<file path="src/rtl/uart_pkg.sv">
// Shared UART definitions: receiver state encoding and oversampling constants.
package uart_pkg;

    typedef enum logic [2:0] {IDLE, START, DATA, PARITY, STOP} rx_state_e;

    localparam int unsigned OVERSAMPLE = 16;
    localparam int unsigned MID_TICK   = 7;

endpackage

</file>
<file path="src/rtl/sync_2ff.sv">
// Generic two-flop synchroniser for a single asynchronous input bit.
module sync_2ff #(
    parameter logic RESET_VAL = 1'b0
) (
    input  logic clk_i,
    input  logic rst_i,
    input  logic d_i,
    output logic q_o
);

    logic meta_q;

    always_ff @(posedge clk_i or posedge rst_i) begin
        if (rst_i) begin
            meta_q <= RESET_VAL;
            q_o    <= RESET_VAL;
        end else begin
            meta_q <= d_i;
            q_o    <= meta_q;
        end
    end

endmodule

</file>
<file path="src/rtl/uart_rx.sv">
// UART receiver with 16x oversampling, mid-bit sampling and LSB-first assembly.
// Optional even-parity bit checking is enabled with `define UART_RX_PARITY_EN.
module uart_rx
    import uart_pkg::*;
#(
    parameter int unsigned DataBits  = 8,
    parameter int unsigned StopTicks = 16
) (
    input  logic                clk_i,
    input  logic                rst_i,
    input  logic                tick_i,
    input  logic                rx_i,
    output logic [DataBits-1:0] rx_data_o,
    output logic                rx_done_o,
    output logic                frame_err_o,
    output logic                parity_err_o
);

    localparam int unsigned SW = (StopTicks > 16) ? 5 : 4;
    localparam int unsigned NW = $clog2(DataBits);

    localparam logic [SW-1:0] MID_CNT   = SW'(MID_TICK);
    localparam logic [SW-1:0] BIT_LAST  = SW'(OVERSAMPLE - 1);
    localparam logic [SW-1:0] STOP_LAST = SW'(StopTicks - 1);
    localparam logic [NW-1:0] N_LAST    = NW'(DataBits - 1);

    logic rx_s;

    rx_state_e              state_q, state_d;
    logic [SW-1:0]          s_cnt_q, s_cnt_d;
    logic [NW-1:0]          n_cnt_q, n_cnt_d;
    logic [DataBits-1:0]    shift_q, shift_d;
    logic [DataBits-1:0]    data_q,  data_d;
    logic                   done_q,  done_d;
    logic                   ferr_q,  ferr_d;
`ifdef UART_RX_PARITY_EN
    logic                   par_q,   par_d;
    logic                   perr_q,  perr_d;
`endif

    // Line idles high, so the synchroniser resets to 1 to avoid a false start.
    sync_2ff #(
        .RESET_VAL (1'b1)
    ) u_sync (
        .clk_i (clk_i),
        .rst_i (rst_i),
        .d_i   (rx_i),
        .q_o   (rx_s)
    );

    always_comb begin
        state_d = state_q;
        s_cnt_d = s_cnt_q;
        n_cnt_d = n_cnt_q;
        shift_d = shift_q;
        data_d  = data_q;
        done_d  = 1'b0;
        ferr_d  = ferr_q;
`ifdef UART_RX_PARITY_EN
        par_d   = par_q;
        perr_d  = perr_q;
`endif

        case (state_q)
            // Start detection is not gated by tick_i.
            IDLE: begin
                if (!rx_s) begin
                    state_d = START;
                    s_cnt_d = '0;
                end
            end
            START: begin
                if (tick_i) begin
                    if (s_cnt_q == MID_CNT) begin
                        s_cnt_d = '0;
                        if (!rx_s) begin
                            state_d = DATA;
                            n_cnt_d = '0;
                        end else begin
                            state_d = IDLE;
                        end
                    end else begin
                        s_cnt_d = s_cnt_q + SW'(1);
                    end
                end
            end
            DATA: begin
                if (tick_i) begin
                    if (s_cnt_q == BIT_LAST) begin
                        shift_d = {rx_s, shift_q[DataBits-1:1]};
                        s_cnt_d = '0;
                        if (n_cnt_q == N_LAST) begin
`ifdef UART_RX_PARITY_EN
                            state_d = PARITY;
`else
                            state_d = STOP;
`endif
                        end else begin
                            n_cnt_d = n_cnt_q + NW'(1);
                        end
                    end else begin
                        s_cnt_d = s_cnt_q + SW'(1);
                    end
                end
            end
`ifdef UART_RX_PARITY_EN
            PARITY: begin
                if (tick_i) begin
                    if (s_cnt_q == BIT_LAST) begin
                        par_d   = rx_s;
                        s_cnt_d = '0;
                        state_d = STOP;
                    end else begin
                        s_cnt_d = s_cnt_q + SW'(1);
                    end
                end
            end
`endif
            STOP: begin
                if (tick_i) begin
                    if (s_cnt_q == STOP_LAST) begin
                        done_d  = 1'b1;
                        data_d  = shift_q;
                        ferr_d  = ~rx_s;
`ifdef UART_RX_PARITY_EN
                        perr_d  = par_q ^ (^shift_q);
`endif
                        s_cnt_d = '0;
                        state_d = IDLE;
                    end else begin
                        s_cnt_d = s_cnt_q + SW'(1);
                    end
                end
            end
            default: begin
                state_d = IDLE;
                s_cnt_d = '0;
            end
        endcase
    end

    always_ff @(posedge clk_i or posedge rst_i) begin
        if (rst_i) begin
            state_q <= IDLE;
            s_cnt_q <= '0;
            n_cnt_q <= '0;
            shift_q <= '0;
            data_q  <= '0;
            done_q  <= 1'b0;
            ferr_q  <= 1'b0;
`ifdef UART_RX_PARITY_EN
            par_q   <= 1'b0;
            perr_q  <= 1'b0;
`endif
        end else begin
            state_q <= state_d;
            s_cnt_q <= s_cnt_d;
            n_cnt_q <= n_cnt_d;
            shift_q <= shift_d;
            data_q  <= data_d;
            done_q  <= done_d;
            ferr_q  <= ferr_d;
`ifdef UART_RX_PARITY_EN
            par_q   <= par_d;
            perr_q  <= perr_d;
`endif
        end
    end

    assign rx_data_o   = data_q;
    assign rx_done_o   = done_q;
    assign frame_err_o = ferr_q;
`ifdef UART_RX_PARITY_EN
    assign parity_err_o = perr_q;
`else
    assign parity_err_o = 1'b0;
`endif

endmodule
</file>
<file path="config.mk">
export PLATFORM = sky130hd
export DESIGN_NAME = uart_rx
export DESIGN_NICKNAME = d
export VERILOG_FILES = /design/src/rtl/uart_pkg.sv /design/src/rtl/sync_2ff.sv /design/src/rtl/uart_rx.sv
export SDC_FILE = /design/constraint.sdc
export NUM_CORES = 1
export LEC_CHECK = 0
export ABC_AREA = 1
export CORE_UTILIZATION = 55
export CTS_BUF_LIST = sky130_fd_sc_hd__clkbuf_16
export CTS_CLUSTER_DIAMETER = 100
export DETAILED_ROUTE_END_ITERATION = 8
export DONT_BUFFER_PORTS = 1
export GPL_ROUTABILITY_DRIVEN = 1
export MAX_ROUTING_LAYER = met4
export PLACE_DENSITY = 0.7
export SETUP_SLACK_MARGIN = 0.4
export SYNTH_ARGS = -nofsm -noshare
export SYNTH_HDL_FRONTEND = slang
export SYNTH_SLANG_ARGS = --single-unit
</file>
<file path="constraint.sdc">
create_clock -name clk_i -period 1.3 [get_ports clk_i]
set_input_delay 0.195 -clock clk_i [delete_from_list [all_inputs] [get_ports clk_i]]
set_output_delay 0.195 -clock clk_i [all_outputs]
set_load 0.01 [all_outputs]
</file>
# Word level (Yosys, flattened, before mapping)
# Index checks and enable logic that the tools add are counted.
[totals] output_inout_bits=11 elab_cells=63 reg_bits=30 input_bits=4
[op_classes] n_bitwise=1 n_mux=26 eq_ne=17 addsub=2 reduce_logical=8
[op_table] cell="$mux W3" count=14
[op_table] cell="$mux W4" count=5
[op_table] cell="$ne A2 B2 Y1 const B" count=10
[op_table] cell="$pmux W3 S4" count=1
[op_table] cell="$pmux W4 S3" count=1
[op_table] cell="$reduce_and A3 Y1" count=3
[op_table] cell="$reduce_and A8 Y1" count=1
[op_table] cell="$reduce_and A7 Y1" count=1
[op_table] cell="$eq A3 B3 Y1 const B" count=2
[op_table] cell="$pmux W3 S2" count=1
[op_table] cell="$add A4 B1 Y4 const B" count=1
[op_table] cell="$eq A4 B3 Y1 const B" count=1
[op_table] cell="$eq A4 B4 Y1 const B" count=1
[op_table] cell="$add A3 B1 Y3 const B" count=1
[op_table] cell="$eq A3 B1 Y1 const B" count=1
[op_table] cell="$eq A3 B2 Y1 const B" count=1
[op_table] cell="$logic_not A3 Y1" count=1
[op_table] cell="$mux W1" count=3
[op_table] cell="$mux W2" count=1
[op_table] cell="$ne A2 B1 Y1 const B" count=1
[op_table] cell="$reduce_bool A2 Y1" count=1
[op_table] cell="$reduce_or A2 Y1" count=1
[op_table] cell="$not A1 Y1" count=1

# Logic depth before layout (Yosys ltp)
# Gate-level depths: netlist (run 1).
[depth] ltp_word=5 mapped_depth=10

# By module
# A second synthesis (run 1) with hierarchy kept.
[hier_totals] cells_unflattened=168 hier_area_um2=1515.2
[by_module_without_submodules] module="uart_rx" n_inst=1 area_each_um2=1458.9 cells_per_inst=165
[by_module_without_submodules] module="sync_2ff" n_inst=1 area_each_um2=56.3 cells_per_inst=3

# Worst setup path after synthesis (run 1)
# Ideal clock, no wire load.
[synth_path] path_kind="register to register" start="reg s_cnt_q[0]" end="reg ferr_q (netlist: frame_err_o)" setup_slack_ps=-94 synth_period_minus_slack_ps=1394 arrival_time_ps=1276 setup_time_ps=118 stages_incl_launch_ff=8 cell_sequence="dfrtp_1 -> ha_1 -> nand3_2 -> nor2_4 -> nand3_4 -> buf_6 -> nand2_1 -> o21ai_2"
[synth_via] elab_chain_len=2
[synth_lines] element="start: declaration" line_no="uart_rx.sv:30" text="logic [SW-1:0] s_cnt_q, s_cnt_d;"
[synth_lines] element="start signal: assignment" line_no="uart_rx.sv:157" text="s_cnt_q <= s_cnt_d;"
[synth_lines] element="$eq A4 B4 Y1" line_no="uart_rx.sv:121" text="if (s_cnt_q == STOP_LAST) begin"
[synth_lines] element="$reduce_and A3 Y1 (no source line)"
[synth_lines] element="end signal: assignment" line_no="uart_rx.sv:162" text="ferr_q <= ferr_d;"
[synth_lines] element="end: declaration" line_no="uart_rx.sv:35" text="logic ferr_q, ferr_d;"
# Every way passes these cells.
# A chain may end at the register's enable or synchronous reset.

# Worst setup path in the final report (run 1)
[layout_path] start="reg s_cnt_q[1]" end="reg state_q[2]"
[layout_via] elab_chain_len=3 word_cells_on_any_way=6
[layout_lines] element="$eq A4 B4 Y1 or $eq A4 B3 Y1 (tied branches)" line_no="uart_rx.sv:89, uart_rx.sv:121, uart_rx.sv:74"
[layout_lines] element="$ne A2 B2 Y1 (no source line)"
[layout_lines] element="$reduce_and A8 Y1 (no source line) (*)"
[layout_lines] element="end signal: assignment" line_no="uart_rx.sv:156" text="state_q <= state_d;"
[layout_lines] element="end: declaration" line_no="uart_rx.sv:29" text="rx_state_e state_q, state_d;"
# Mark *: on every way between the ends. The rest lies on a longest branch, timed or not.

==> results of run 1 <==
## logic make-up after synthesis
group	count (synthesis)	synth area share, %
buffers and inverters	25	7.80
flip-flops	30	50.0
other	1	0.249
adder cells (fa/ha/maj)	3	2.49
AND/OR/NAND/NOR	96	30.3
AO/OA/AOI/OAI	21	9.21
## cells in the final DEF, fill, tap and decap left out, types with 6 or more instances in the layout
cell	instances
nand2_1	31
dfrtp_1	25
nand2_2	21
buf_4	17
inv_1	15
o21ai_2	15
buf_6	11
nand3_1	10
nand2_4	8
nand3_4	7
nor2_4	6
## sequential cells by signal, summed over array words and instances, names as in the netlist
signal         cells
rx_data_o          8
state_q            3
shift_q            8
u_sync.meta_q      1
s_cnt_q            4
frame_err_o        1
rx_done_o          1
n_cnt_q            3
u_sync.q_o         1
## power by group through the flow
stage / sequential [uW] / combinational, uW / clock (uW)
4_1_cts: 1140 / 1650 / 1300
3_3_place_gp: 1150 / 1050 / 0
5_1_grt: 1160 / 2300 / 1340
6_report: 1150 / 2200 / 1300
2_1_floorplan: 1130 / 755 / 0
3_5_place_dp: 1160 / 1070 / 0
## metrics by stage
step | hold WS, ps | setup TNS, ps | std cells | utilization, %
2_1_floorplan | 199 | -117 | 176 | -
3_3_place_gp | 47.7 | -960 | 217 | 66.8
3_5_place_dp | 51.6 | -2030 | 217 | 66.8
4_1_cts | 238 | -1030 | 240 | 85.7
5_1_grt | 292 | -4600 | 245 | 92.1
6_report | 275 | -3570 | 245 | 92.1
## metal layers
layer  up-vias  share of wire [%]
met4         0                5.5
met1       743                 36
li1        650                  -
met5         -                  0
met2       106                 50
met3        32                8.5
## layout make-up
type	instances	area, sq um
Multi-Input combinational cell	125	985
Timing Repair Buffer	31	292
Inverter	21	86.3
Sequential cell	30	757
Tap cell	30	37.5
Clock buffer	5	125
Fill cell	98	199
Clock inverter	3	41.3
## worst max-delay path, cell delays in order, from the launching register on
cell     delay [ps]
dfrtp_1         410
ha_4            180
nand2_1          50
inv_1           110
nand2_2          90
nand2_4         100
nand2_4          70
nor2_4          120
buf_4           130
nand3_1          90
nand2_1         110
## worst max path at each step
stage / start / to / slack [ps] / depth (start not counted)
2_1_floorplan: s_cnt_q[0]$_DFFE_PP0P_ / frame_err_o$_DFFE_PP0P_ / -40 / 7
6_report: s_cnt_q[1]$_DFFE_PP0P_ / state_q[2]$_DFFE_PP0P_ / -240 / 10
3_3_place_gp: n_cnt_q[0]$_DFFE_PP0P_ / n_cnt_q[0]$_DFFE_PP0P_ / -100 / 8
5_1_grt: n_cnt_q[1]$_DFFE_PP0P_ / n_cnt_q[0]$_DFFE_PP0P_ / -310 / 7
3_5_place_dp: n_cnt_q[0]$_DFFE_PP0P_ / n_cnt_q[1]$_DFFE_PP0P_ / -120 / 8
4_1_cts: n_cnt_q[0]$_DFFE_PP0P_ / n_cnt_q[1]$_DFFE_PP0P_ / -80 / 8
## repair_timing
item                                    4_1_cts  5_1_grt
cloned                                        4        0
setup buffers                                 9        5
gates resized for setup                      45       37
pin swaps                                    13        8
hold buffers                                  2        0
hold endpoints to repair                      7        0
endpoints found under the setup margin       28       29
==> results by group, run 1 <==
Status
  – Status: finished, violations left
  – Failing checks: negative setup slack

GRT
  – Met2 usage: 53.0%
  – Met1 GRT Util: between 30% and 40%
  – Vias in the first global route: 1412
  – GR peak layer: met2
  – Met3 track utilization from global routing: between 10% and 20%
  – Largest net degree at the start of global routing: 25
  – Global-route wire length before repair: around 6400 um
  – All-Layer GR Usage: between 30% and 40%
  – Total gr overflow: 0
  – Initial antenna violation count: 0

Pwr
  – Sw Ratio: between 30% and 40%
  – Pint: between 2000 and 3000 uW
  – Power density over cell area: approximately 2000 nW/um^2
  – Pwr Total: around 4700 uW
  – Logic gate share of total power: between 40% and 50%
  – Lkg Pwr: 0.00106 uW
  – Max rail drop VDD: 1.81 mV
  – Reg power frac: 24.7%
  – Sw Pwr: approximately 1900 uW
  – Clock share of power: between 20 and 30%

Yosys
  – Yosys cell types: 24
  – Synth Net Count: about 180
  – Synth top area share: between 40% and 50%
  – EDFF count, synth: 0
  – Sequential area share after synthesis: about half
  – Most common cell in the netlist: nand2_1
  – Top post-synthesis cells by area: dfrtp_1 (46%), nand2_1 (15%), nand3_1 (5.3%), o21ai_2 (5.2%), inv_1 (4.5%)
  – Post-Syn Area: between 1500 and 2000 sq um
  – #FFs+latches synth: 30
  – Post-synthesis average cell area: 8.57 sq um
  – Async set-reset flop share out of synthesis: 100%
  – Mapped Cells: around 180
  – Largest area contributor in the netlist: dfrtp_1
  – Synth cell count leaders: nand2_1 (59), dfrtp_1 (28), inv_1 (18)
  – Top FF cell, synth: dfrtp_1
  – Synth warnings: 0

Drt
  – DR DRC count: 0
  – Wire per inst: about 21 um
  – DRT antenna net count: 0
  – WL final: between 5000 and 6000 um
  – Number of DRC markers in iteration 0: 94
  – DR pass1 iterations: 6
  – DR vias: roughly 1500
  – Drt via density: about 6.2

Floorplan
  – Ports: 15
  – Die Area: between 2000 and 3000 sq um
  – Row count: 18
  – Die W: approximately 54 um
  – Core footprint: 2520 sq um
  – Die Y: between 50 and 60 um
  – Initial Util: around three fifths

Clocking
  – CTS root buf: clkbuf_16
  – CTS tree: built
  – H-Tree Depth: 2
  – Clock Sinks: 30
  – CTS Buf Count: 5
  – CTS clock-pin slew for the worst setup and hold paths: about 50 ps
  – Clk_lat worst skew: 270 ps
  – Bufs on Longest Clock Path: 2

Place
  – Post-Place Worst Slack: -115 ps
  – Dpl cell area: 1680 sq um
  – HPWL Detailed: 2040 um
  – RD Place Congestion: 0.924
  – Port Buffers: 0

Worst setup path
  – Worst r2r dst: state_q[2]$_DFFE_PP0P_
  – Setup crit start kind: flip-flop
  – RR Startpoint: s_cnt_q[1]$_DFFE_PP0P_
  – WS Path Type: flip-flop to flip-flop
  – CP Capture Type: flip-flop
  – Worst EP arrival: between 1500 and 2000 ps
  – CP max FO: 3
  – CP required: 1500 ps
  – R2r setup slk: -240 ps
  – FF-to-FF path depth: 10

STA
  – Fin crit share: 119%
  – RSZ-0062 raised after global routing: true
  – Max Slew Vio Count: 0
  – Final critical path time including I/O delays and setup: 1540 ps
  – Final worst slack: -245 ps
  – Final Hold Vio Count: 0
  – Final Setup Violations: 28
  – F_max: ~650 MHz
  – Max Clock Skew: 1.92 ps

Worst hold path
  – Worst Hold Class: input pin to flip-flop
  – Hold path depth: 4
  – Hold Crit Endpoint: n_cnt_q[1]$_DFFE_PP0P_
  – Hold Startpoint: tick_i

Layout
  – Post-route cell area: between 2000 and 2500 sq um
  – # diodes: 0
  – Share of cells above drive strength 1: between 50% and 60%
  – Nets: 221
  – Syn-to-layout area delta: 54.1%

Run
  – Max-cap violations: 0
Note: power is estimated with default switching activity, not from simulation.
==> run 2: changes to the inputs <==
PLACE_DENSITY = 0.73   (was 0.7)
==> run 2 against run 1 <==
- the run still ends with negative setup slack left
- clock-buffer cell count unchanged
- sequential power barely moved
- cell count is 4.5% higher
- combinational power fell by 4%
- core utilization is 1.7 points lower
- via count grew 0.39%
- hold slack lost 1.0 ps
- global-route usage up 5.7 points
- sequential share of layout area grew 0.74 points
- non-clock buffer count increased by 12
- register-to-register slack gained 40 ps
- clock power decreased by 15%
- critical path type unchanged
- largest cell class unchanged
- highest routed layer unchanged
==> results by group, run 2 (synthesis gave the netlist of run 1 again) <==
STA
  – Max Clock Skew: between 5 and 6 ps
  – Setup TNS: -3780 ps
  – Final Hold Vio Count: 0
  – RSZ-0062 raised after global routing: true
  – Fin crit share: 115%
  – F_max: around 670 MHz
  – Final Setup Violations: 28
  – Max Slew Vio Count: 0
  – Hold_ws: around 270 ps
  – Final worst slack: -201 ps
  – Final critical path time including I/O delays and setup: around 1500 ps

Clocking
  – CTS Buf Count: 5
  – CTS clock-pin slew for the worst setup and hold paths: ~50 ps
  – Clk_lat worst skew: between 200 and 300 ps
  – CTS root buf: clkbuf_16
  – Clock Sinks: 30
  – H-Tree Depth: 2
  – Bufs on Longest Clock Path: 2
  – CTS tree: built

Status
  – Failing checks: negative setup slack
  – Status: finished, violations left

Worst setup path
  – CP bufs+invs: 1
  – Critical path's top delay family: simple AND/OR/NAND/NOR gates
  – R2r setup slk: -200 ps
  – Worst r2r dst: state_q[1]$_DFFE_PP0P_
  – Setup crit start kind: flip-flop
  – CP Capture Type: flip-flop
  – Max stage delay cell, worst path: dfrtp_2
  – CP required: 1460 ps
  – CP most frequent cell: nand3_1
  – FF-to-FF path depth: 7
  – WS Path Type: flip-flop to flip-flop
  – RR Startpoint: state_q[0]$_DFFE_PP0P_
  – CP max FO: 6
  – Worst EP arrival: about 1700 ps
  – Critical-path cell list: nor2_2 > nand3_1 > nand2_4 > nor2_4 > buf_4 > nand3_1 > nand2_1
  – Slowest cell delay on critical path: roughly 480 ps

Worst hold path
  – Worst Hold Class: input pin to flip-flop
  – Hold Crit Endpoint: n_cnt_q[1]$_DFFE_PP0P_
  – Hold path depth: 4
  – Hold Startpoint: tick_i

Drt
  – Number of DRC markers in iteration 0: 61
  – WL final: around 5300 um
  – DR DRC count: 0
  – Drt via density: 6.00
  – DR vias: 1537
  – DR pass1 iterations: 4
  – DRT antenna net count: 0
  – Wire per inst: ~21 um

Layout
  – Syn-to-layout area delta: 51.2%
  – Most frequent cells in the layout: nand2_1 (35), buf_4 (32), dfrtp_1 (23)
  – Most common cell after layout, fill and taps aside: nand2_1
  – # diodes: 0
  – Nets: 232
  – Share of cells above drive strength 1: 53.5%

Floorplan
  – Row count: 18
  – Ports: 15
  – Die Area: 2950 sq um
  – Core footprint: 2520 sq um
  – Initial Util: roughly three fifths
  – Die Y: approximately 54 um
  – Die W: 54.4 um

Place
  – HPWL Detailed: 2110 um
  – Port Buffers: 0
  – RD Place Congestion: 0.915

GRT
  – Global-route wire length before repair: 7310 um
  – All-Layer GR Usage: 38.4%
  – Initial antenna violation count: 0
  – Vias in the first global route: roughly 1500
  – Total gr overflow: 0
  – Largest net degree at the start of global routing: 24

Run
  – Max-cap violations: 0

Pwr
  – Lkg Pwr: ~0.0011 uW
  – Max rail drop VDD: between 1.5 and 2 mV
  – Power density over cell area: 1930 nW/um^2
## run 2: changes by cell type in the layout (fill, tap and decap cells not counted), moves of 2 or more
cell and delta:
buf_6 -3, nand2_8 -2, o21ai_2 -7, o21ai_1 +6, nand2_1 +4, dfrtp_1 -2, buf_4 +15, nand2_4 -4
dfrtp_2 +2
## run 2: area by class of cell
type / count / area, sq um
Tap cell: 30 / 37.5
Clock inverter: 3 / 12.5
Clock buffer: 5 / 125
Sequential cell: 30 / 759
Inverter: 21 / 90.1
Fill cell: 106 / 243
Timing Repair Buffer: 43 / 370
Multi-Input combinational cell: 124 / 885
## run 2: where the power goes
part           leakage, uW  switching [uW]  total [uW]  internal [uW]
combinational     0.000596            1200        2110            910
clock            0.0000724             422        1110            691
sequential        0.000395             146        1170           1030
## run 2: how the worst max path moves through the flow
stage,from,endpoint,slack [ps],cells after the start
6_report,state_q[0]$_DFFE_PP0P_,state_q[1]$_DFFE_PP0P_,-200,7
3_5_place_dp,s_cnt_q[0]$_DFFE_PP0P_,state_q[0]$_DFFE_PP0P_,-130,10
4_1_cts,n_cnt_q[1]$_DFFE_PP0P_,n_cnt_q[2]$_DFFE_PP0P_,-60,8
3_3_place_gp,n_cnt_q[1]$_DFFE_PP0P_,n_cnt_q[0]$_DFFE_PP0P_,-100,8
5_1_grt,s_cnt_q[1]$_DFFE_PP0P_,rx_data_o[0]$_DFFE_PP0P_,-230,8
2_1_floorplan,s_cnt_q[0]$_DFFE_PP0P_,frame_err_o$_DFFE_PP0P_,-40,7
## run 2: layer usage
| layer | vias up | share of wire (%) | global-route usage, % |
|---|---|---|---|
| li1 | 663 | - | - |
| met1 | 755 | 39 | 41.0 |
| met2 | 84 | 49 | 60.4 |
| met3 | 35 | 6.6 | 11.1 |
| met4 | 0 | 5.1 | 27.8 |
| met5 | - | 0 | - |
## run 2: worst min-delay path: stages
cell and delay, ps:
nand2_1 60, nand2_2 90, nand3b_1 100, nand2_1 60
## run 2: through the flow
| stage | area (sq um) | power (uW) | cells | util [%] | setup WS (ps) |
|---|---|---|---|---|---|
| after floorplan | 1560 | 1880 | 176 | - | -36.2 |
| after global placement | 1710 | 2290 | 220 | 67.7 | -101 |
| after detailed placement | 1710 | 2340 | 220 | 67.7 | -126 |
| after CTS | 2110 | 3910 | 246 | 83.7 | -64.5 |
| after global routing | 2280 | 4560 | 256 | 90.4 | -231 |
| final | 2280 | 4390 | 256 | 90.4 | -201 |
## run 2: what timing repair did
action / in CTS / in global routing
hold buffers: 2 / 0
endpoints found under the hold margin: 8 / 0
buffers inserted: 13 / 10
resized for setup: 32 / 29
endpoints found under the setup margin: 28 / 36
cloned: 3 / 0
pin swaps: 11 / 9
